<file path="src/rtl/mux2_arb_pkg.sv">
// Shared types and constants for the two-requester round-robin mux arbiter.
//   arb_state_t : arbiter FSM state. The grant encodings equal the one-hot
//                 grant vector {B, A}, so the state drives `grant` directly.
//   SEL_A/SEL_B : mux select values for requester A and requester B.
package mux2_arb_pkg;

  typedef enum logic [1:0] {
    IDLE  = 2'b00,
    GNT_A = 2'b01,
    GNT_B = 2'b10
  } arb_state_t;

  localparam logic SEL_A = 1'b0;
  localparam logic SEL_B = 1'b1;

endpackage

</file>
<file path="src/rtl/mux2_arb_beat_cnt.sv">
// Beat counter for the current grant.
// Ports:
//   clk, rst : clock and asynchronous active-high reset
//   clr      : return the count to zero (takes priority over inc)
//   inc      : count one accepted beat
//   term     : high when the count has reached MAX_BURST-1, so the next
//              accepted beat is the last one this grant may carry
module mux2_arb_beat_cnt #(
  parameter int MAX_BURST = 4,
  parameter int CNT_W     = 4
) (
  input  logic clk,
  input  logic rst,
  input  logic clr,
  input  logic inc,
  output logic term
);

  logic [CNT_W-1:0] cnt_r;

  // Beat count register: cleared on release, stepped on each non-releasing beat.
  always_ff @(posedge clk or posedge rst) begin
    if (rst) begin
      cnt_r <= {CNT_W{1'b0}};
    end else if (clr) begin
      cnt_r <= {CNT_W{1'b0}};
    end else if (inc) begin
      cnt_r <= cnt_r + CNT_W'(1'b1);
    end else begin
      cnt_r <= cnt_r;
    end
  end

  assign term = (cnt_r == CNT_W'(MAX_BURST - 1));

endmodule

</file>
<file path="src/rtl/mux2_arbiter.sv">
// Round-robin arbiter that shares one 2:1 mux output channel between
// requesters A and B, holding the grant for a packet up to MAX_BURST beats.
// Ports:
//   clk, rst                       : clock, asynchronous active-high reset
//   a_valid/a_data/a_last, a_ready : requester A beat and its accept
//   b_valid/b_data/b_last, b_ready : requester B beat and its accept
//   out_valid/out_data/out_last    : muxed beat toward the downstream sink
//   out_ready                      : downstream accepts the beat
//   sel                            : registered mux select (0 = A, 1 = B)
//   grant                          : one-hot grant {B, A}, 00 when idle
//   preempt                        : one-cycle pulse after a forced release
module mux2_arbiter
  import mux2_arb_pkg::*;
#(
  parameter int DATA_W    = 1,
  parameter int MAX_BURST = 4,
  parameter int CNT_W     = 4
) (
  input  logic              clk,
  input  logic              rst,
  input  logic              a_valid,
  input  logic [DATA_W-1:0] a_data,
  input  logic              a_last,
  output logic              a_ready,
  input  logic              b_valid,
  input  logic [DATA_W-1:0] b_data,
  input  logic              b_last,
  output logic              b_ready,
  output logic              out_valid,
  output logic [DATA_W-1:0] out_data,
  output logic              out_last,
  input  logic              out_ready,
  output logic              sel,
  output logic [1:0]        grant,
  output logic              preempt
);

  arb_state_t state_r, next_state_s;
  logic       sel_r, sel_next_s;
  logic       last_b_r, last_b_next_s;  // last served requester was B
  logic       preempt_r, preempt_next_s;
  logic       cnt_clr_s, cnt_inc_s, term_s, beat_s;

  mux2_arb_beat_cnt #(
    .MAX_BURST(MAX_BURST),
    .CNT_W    (CNT_W)
  ) u_beat_cnt (
    .clk (clk),
    .rst (rst),
    .clr (cnt_clr_s),
    .inc (cnt_inc_s),
    .term(term_s)
  );

  // Datapath and handshakes: only the granted requester sees out_ready.
  always_comb begin
    out_data  = (sel_r == SEL_B) ? b_data : a_data;
    out_last  = (sel_r == SEL_B) ? b_last : a_last;
    out_valid = 1'b0;
    a_ready   = 1'b0;
    b_ready   = 1'b0;
    case (state_r)
      GNT_A: begin
        out_valid = a_valid;
        a_ready   = out_ready;
      end
      GNT_B: begin
        out_valid = b_valid;
        b_ready   = out_ready;
      end
      default: begin
        out_valid = 1'b0;
      end
    endcase
  end

  assign beat_s = out_valid & out_ready;

  // Next-state logic: arbitration in IDLE, release on last beat or burst limit.
  always_comb begin
    next_state_s   = state_r;
    last_b_next_s  = last_b_r;
    preempt_next_s = 1'b0;
    cnt_clr_s      = 1'b0;
    cnt_inc_s      = 1'b0;
    case (state_r)
      IDLE: begin
        // Tie goes to whoever was not served last.
        if (a_valid && (!b_valid || last_b_r)) begin
          next_state_s = GNT_A;
        end else if (b_valid) begin
          next_state_s = GNT_B;
        end else begin
          next_state_s = IDLE;
        end
      end
      GNT_A: begin
        if (beat_s && (a_last || term_s)) begin
          next_state_s   = b_valid ? GNT_B : IDLE;
          last_b_next_s  = 1'b0;
          preempt_next_s = ~a_last;  // a coincident last counts as normal
          cnt_clr_s      = 1'b1;
        end else if (beat_s) begin
          cnt_inc_s = 1'b1;
        end else begin
          next_state_s = GNT_A;
        end
      end
      GNT_B: begin
        if (beat_s && (b_last || term_s)) begin
          next_state_s   = a_valid ? GNT_A : IDLE;
          last_b_next_s  = 1'b1;
          preempt_next_s = ~b_last;
          cnt_clr_s      = 1'b1;
        end else if (beat_s) begin
          cnt_inc_s = 1'b1;
        end else begin
          next_state_s = GNT_B;
        end
      end
      default: begin
        next_state_s = IDLE;
      end
    endcase
  end

  // Select follows the upcoming grant and holds its value through IDLE.
  always_comb begin
    case (next_state_s)
      GNT_A:   sel_next_s = SEL_A;
      GNT_B:   sel_next_s = SEL_B;
      default: sel_next_s = sel_r;
    endcase
  end

  // Arbiter state registers.
  always_ff @(posedge clk or posedge rst) begin
    if (rst) begin
      state_r   <= IDLE;
      sel_r     <= SEL_A;
      last_b_r  <= 1'b1;
      preempt_r <= 1'b0;
    end else begin
      state_r   <= next_state_s;
      sel_r     <= sel_next_s;
      last_b_r  <= last_b_next_s;
      preempt_r <= preempt_next_s;
    end
  end

  assign sel     = sel_r;
  assign grant   = state_r;
  assign preempt = preempt_r;

endmodule

</file>
<file path="config.mk">
export PLATFORM = sky130hd
export DESIGN_NAME = mux2_arbiter
export DESIGN_NICKNAME = d
export VERILOG_FILES = /design/src/rtl/mux2_arb_pkg.sv /design/src/rtl/mux2_arb_beat_cnt.sv /design/src/rtl/mux2_arbiter.sv
export SDC_FILE = /design/constraint.sdc
export NUM_CORES = 1
export LEC_CHECK = 0
export ABC_AREA = 1
export CAP_MARGIN = 0
export CORE_MARGIN = 8
export CORE_UTILIZATION = 25
export DETAILED_ROUTE_END_ITERATION = 16
export HOLD_SLACK_MARGIN = 0.08
export PLACE_DENSITY = 0.51
export SKIP_LAST_GASP = 1
export SLEW_MARGIN = 20
export SYNTH_ARGS = -nofsm -noshare
export SYNTH_HDL_FRONTEND = slang
export SYNTH_SLANG_ARGS = --single-unit
</file>
<file path="constraint.sdc">
create_clock -name clk -period 2.7 [get_ports clk]
set_clock_uncertainty 0.1 [all_clocks]
set_input_delay 0.27 -clock clk [delete_from_list [all_inputs] [get_ports clk]]
set_output_delay 0.27 -clock clk [all_outputs]
set_load 0.05 [all_outputs]
</file>
==> qor.log <==
INFO  die            core_region_area=3053squm
INFO  placement      hpwl_after_detailed_placement=1.536mm
INFO  outcome        outcome=completed
INFO  layout         nNetsFinal=144
INFO  die            fp.dieArea=5295squm
INFO  setup_path     crit_family=buffers and inverters
INFO  power          design_power_total=0.9565mW
INFO  setup_path     cp_max_fo=8
INFO  global_route   grt_pass1_wl=3.222mm
INFO  clocking       postCtsHoldBufs=0
INFO  clocking       clock_tree.buffer_depth=2
INFO  clocking       post_cts_resize_count=0
INFO  setup_path     critical_path_arrival=2140ps
INFO  clocking       clock-root-buffer=sky130_fd_sc_hd__clkbuf_4
INFO  route          drc=0
INFO  sta            timing.max_slew.rel_slack=65.83%
INFO  clocking       cts_setup_buffers=0
INFO  clocking       clkTransAtPathRegs=60ps
INFO  route          route.detailed.wl_per_inst=10.84um
INFO  setup_path     timing_worst_setup_path_type=reg -> out
INFO  sta            finalSetupTns=0ps
INFO  route          initialDrtViolationCount=29
INFO  logic_synthesis ys_types=25
INFO  setup_path     worst_ep_required_time=2330ps
INFO  layout         most_common_cell_after_layout_fill_and_taps_aside=sky130_fd_sc_hd__nand2_1
INFO  setup_path     critical_path.startpoint=grant[0]$_DFF_PP0_
INFO  logic_synthesis synthDominantAreaCellType=sky130_fd_sc_hd__dfrtp_1
INFO  logic_synthesis synth_area=805.8squm
INFO  clocking       ctsHtreeMaxLevel=1
INFO  global_route   grt_pass1_vias=739
INFO  route          vias_cell=4.257
INFO  sta            minimum_clock_period=2511ps
INFO  layout         final_cell_mix=sky130_fd_sc_hd__nand2_1, sky130_fd_sc_hd__clkdlybuf4s50_1, sky130_fd_sc_hd__inv_1
INFO  route          via_count=728
INFO  run            max_cap_viol_count=0
INFO  setup_path     ff2ff_setup_slack=240ps
INFO  setup_path     critPathMaxStageDelay=790ps
INFO  setup_path     worst_r2r_startpoint=grant[1]$_DFF_PP0_
INFO  logic_synthesis ys_warn_count=0
INFO  logic_synthesis synth.yosys.seq_area_share=28.11%
INFO  route          drt_first_pass_iters=4
INFO  setup_path     crit_slowest_cell=sky130_fd_sc_hd__clkdlybuf4s50_1
INFO  logic_synthesis netlist_top_cells_area=sky130_fd_sc_hd__dfrtp_1, sky130_fd_sc_hd__nand2_1, sky130_fd_sc_hd__ha_1
INFO  clocking       tritoncts=done
INFO  layout         area_overhead_vs_synth=30.43%
INFO  global_route   globalRouteTotalUtil=7.619%
INFO  layout         final_layout_size_suffix_gt1_share=19.69%
INFO  sta            grt_setup_unrepaired=no
INFO  placement      place.port_buffers=17
INFO  clocking       cts.sinks=9
INFO  power          power.ir.vdd_worst=0.4152mV
INFO  global_route   globalRoute.totalOverflow=0
INFO  setup_path     cp-endpoint=b_ready
INFO  route          antenna_left=0
INFO  layout         num-fill-cells=347
INFO  logic_synthesis post_synth_inst_count=106
INFO  sta            maxClockFrequency=398.3MHz
INFO  setup_path     worstPathBufferInverterCount=4
INFO  die            number_of_top_level_design_ports=18
INFO  global_route   pin_count_of_the_biggest_net_entering_global_routing=10
INFO  logic_synthesis syn_avg_cell_area=7.602squm
INFO  power          pwr_density_cell=910.1nW/um^2
INFO  sta            slew_viol_final=0
INFO  sta            slew_at_the_pin_closest_to_its_max_slew_limit=511.0ps
INFO  worst_hold_path worstHoldPathType=in -> async
INFO  logic_synthesis yosys_register_bits=9
INFO  die            floorplan.die.width=72.77um
INFO  sta            fin_crit_sh=93.00%
INFO  setup_path     worst_r2r_endpoint=sel$_DFFE_PP0P_
INFO  die            placementRows=20
INFO  die            fp.dieH=72.77um
INFO  die            floorplan.initialDensity=26.39%
INFO  placement      gpl.final_weighted_congestion=0.7487
INFO  global_route   number_of_antenna_violations_at_the_first_check_in_global_routing=0
INFO  power          static-leakage-power=0.5258nW
INFO  setup_path     worstSetupPathDepth=6
INFO  clocking       source_to_sink_clock_delay_at_the_later_pin_of_the_worst_skew_pair=260ps
INFO  layout         antennaDiodeCount=0
INFO  setup_path     timing.reg2reg.worst_path_depth=10
INFO  layout         post_layout_utilization_of_the_core=34.43%
INFO  logic_synthesis net_count_of_the_mapped_netlist=122
INFO  setup_path     setup.worst_path.start_class=register
INFO  sta            setup_viol_count_final=0
INFO  logic_synthesis netlist.area_leader.share=24.84%
INFO  setup_path     setup.worst_path.end_class=output pin
INFO  sta            timing.final.hold_violations=0
INFO  setup_path     cp_cell_sequence=inv_1, ha_1, buf_4, nand2_1, inv_1, clkdlybuf4s50_1
INFO  route          wl=1.854mm
INFO  clocking       cts_buffers=3
INFO  setup_path     critPathMostFrequentCell=sky130_fd_sc_hd__inv_1
==> worst min path at each step <==
stage,start,to
after floorplan,rst,grant[0]$_DFF_PP0_
after global placement,last_b_r$_DFFE_PP1P_,last_b_r$_DFFE_PP1P_
after detailed placement,last_b_r$_DFFE_PP1P_,last_b_r$_DFFE_PP1P_
after CTS,rst,sel$_DFFE_PP0P_
after global routing,rst,sel$_DFFE_PP0P_
final,rst,sel$_DFFE_PP0P_
==> per-layer routing <==
metal	global-route usage (%)	up-vias	wire (um)
li1	-	381	-
met1	9.220	329	896
met2	12.33	12	847
met3	0.6868	6	52
met4	5.333	0	57
met5	0	-	0
==> layout make-up <==
| class | instances | area, sq um | share of cell area, % |
|---|---|---|---|
| inverter | 14 | 52.55 | 5.000 |
| tap | 44 | 55.05 | 5.238 |
| clock buffer | 4 | 26.28 | 2.500 |
| multi-input combinational | 82 | 515.5 | 49.05 |
| timing repair buffer | 18 | 175.2 | 16.67 |
| sequential | 9 | 226.5 | 21.55 |
==> cells by family after synthesis <==
group / Yosys count / share of synthesized area (%)
AND/OR/NAND/NOR: 64 / 42.55
buffers and inverters: 15 / 7.919
flip-flops: 9 / 28.11
AO/OA/AOI/OAI: 7 / 5.590
adder cells (fa/ha/maj): 7 / 10.87
XOR/XNOR: 2 / 2.174
multiplexers: 2 / 2.795
==> power by group <==
part | internal, mW | switching [mW]
clock network | 0.0569 | 0.0466
registers | 0.180 | 0.0483
logic | 0.228 | 0.397
total | 0.464 | 0.492
==> Yosys cell counts (all sizes together) <==
cell type  count
nand2         35
inv           14
nand3         14
nor2          12
dfrtp          8
ha             7
a21oi          2
mux2           2
nand4          2
o21ai          2
xor2           2
a21boi         1
buf            1
dfstp          1
nor3           1
o21bai         1
o22ai          1
==> per-stage QoR <==
stage	std cells	instance area, sq um	worst slack, ps	hold WS (ps)
detailed placement	167	1025	248.2	355.0
global route	171	1051	69.49	217.7
floorplan	106	805.8	134.2	-2.798
CTS	171	1051	179.2	189.8
finish	171	1051	189.1	171.0
global placement	167	1025	301.8	354.3
==> flip-flops by register name (all words and copies together), names as in the netlist <==
| name | cells |
|---|---|
| preempt | 1 |
| sel | 1 |
| u_beat_cnt.cnt_r | 4 |
| last_b_r | 1 |
| grant | 2 |
Note: power is estimated with default switching activity, not from simulation.
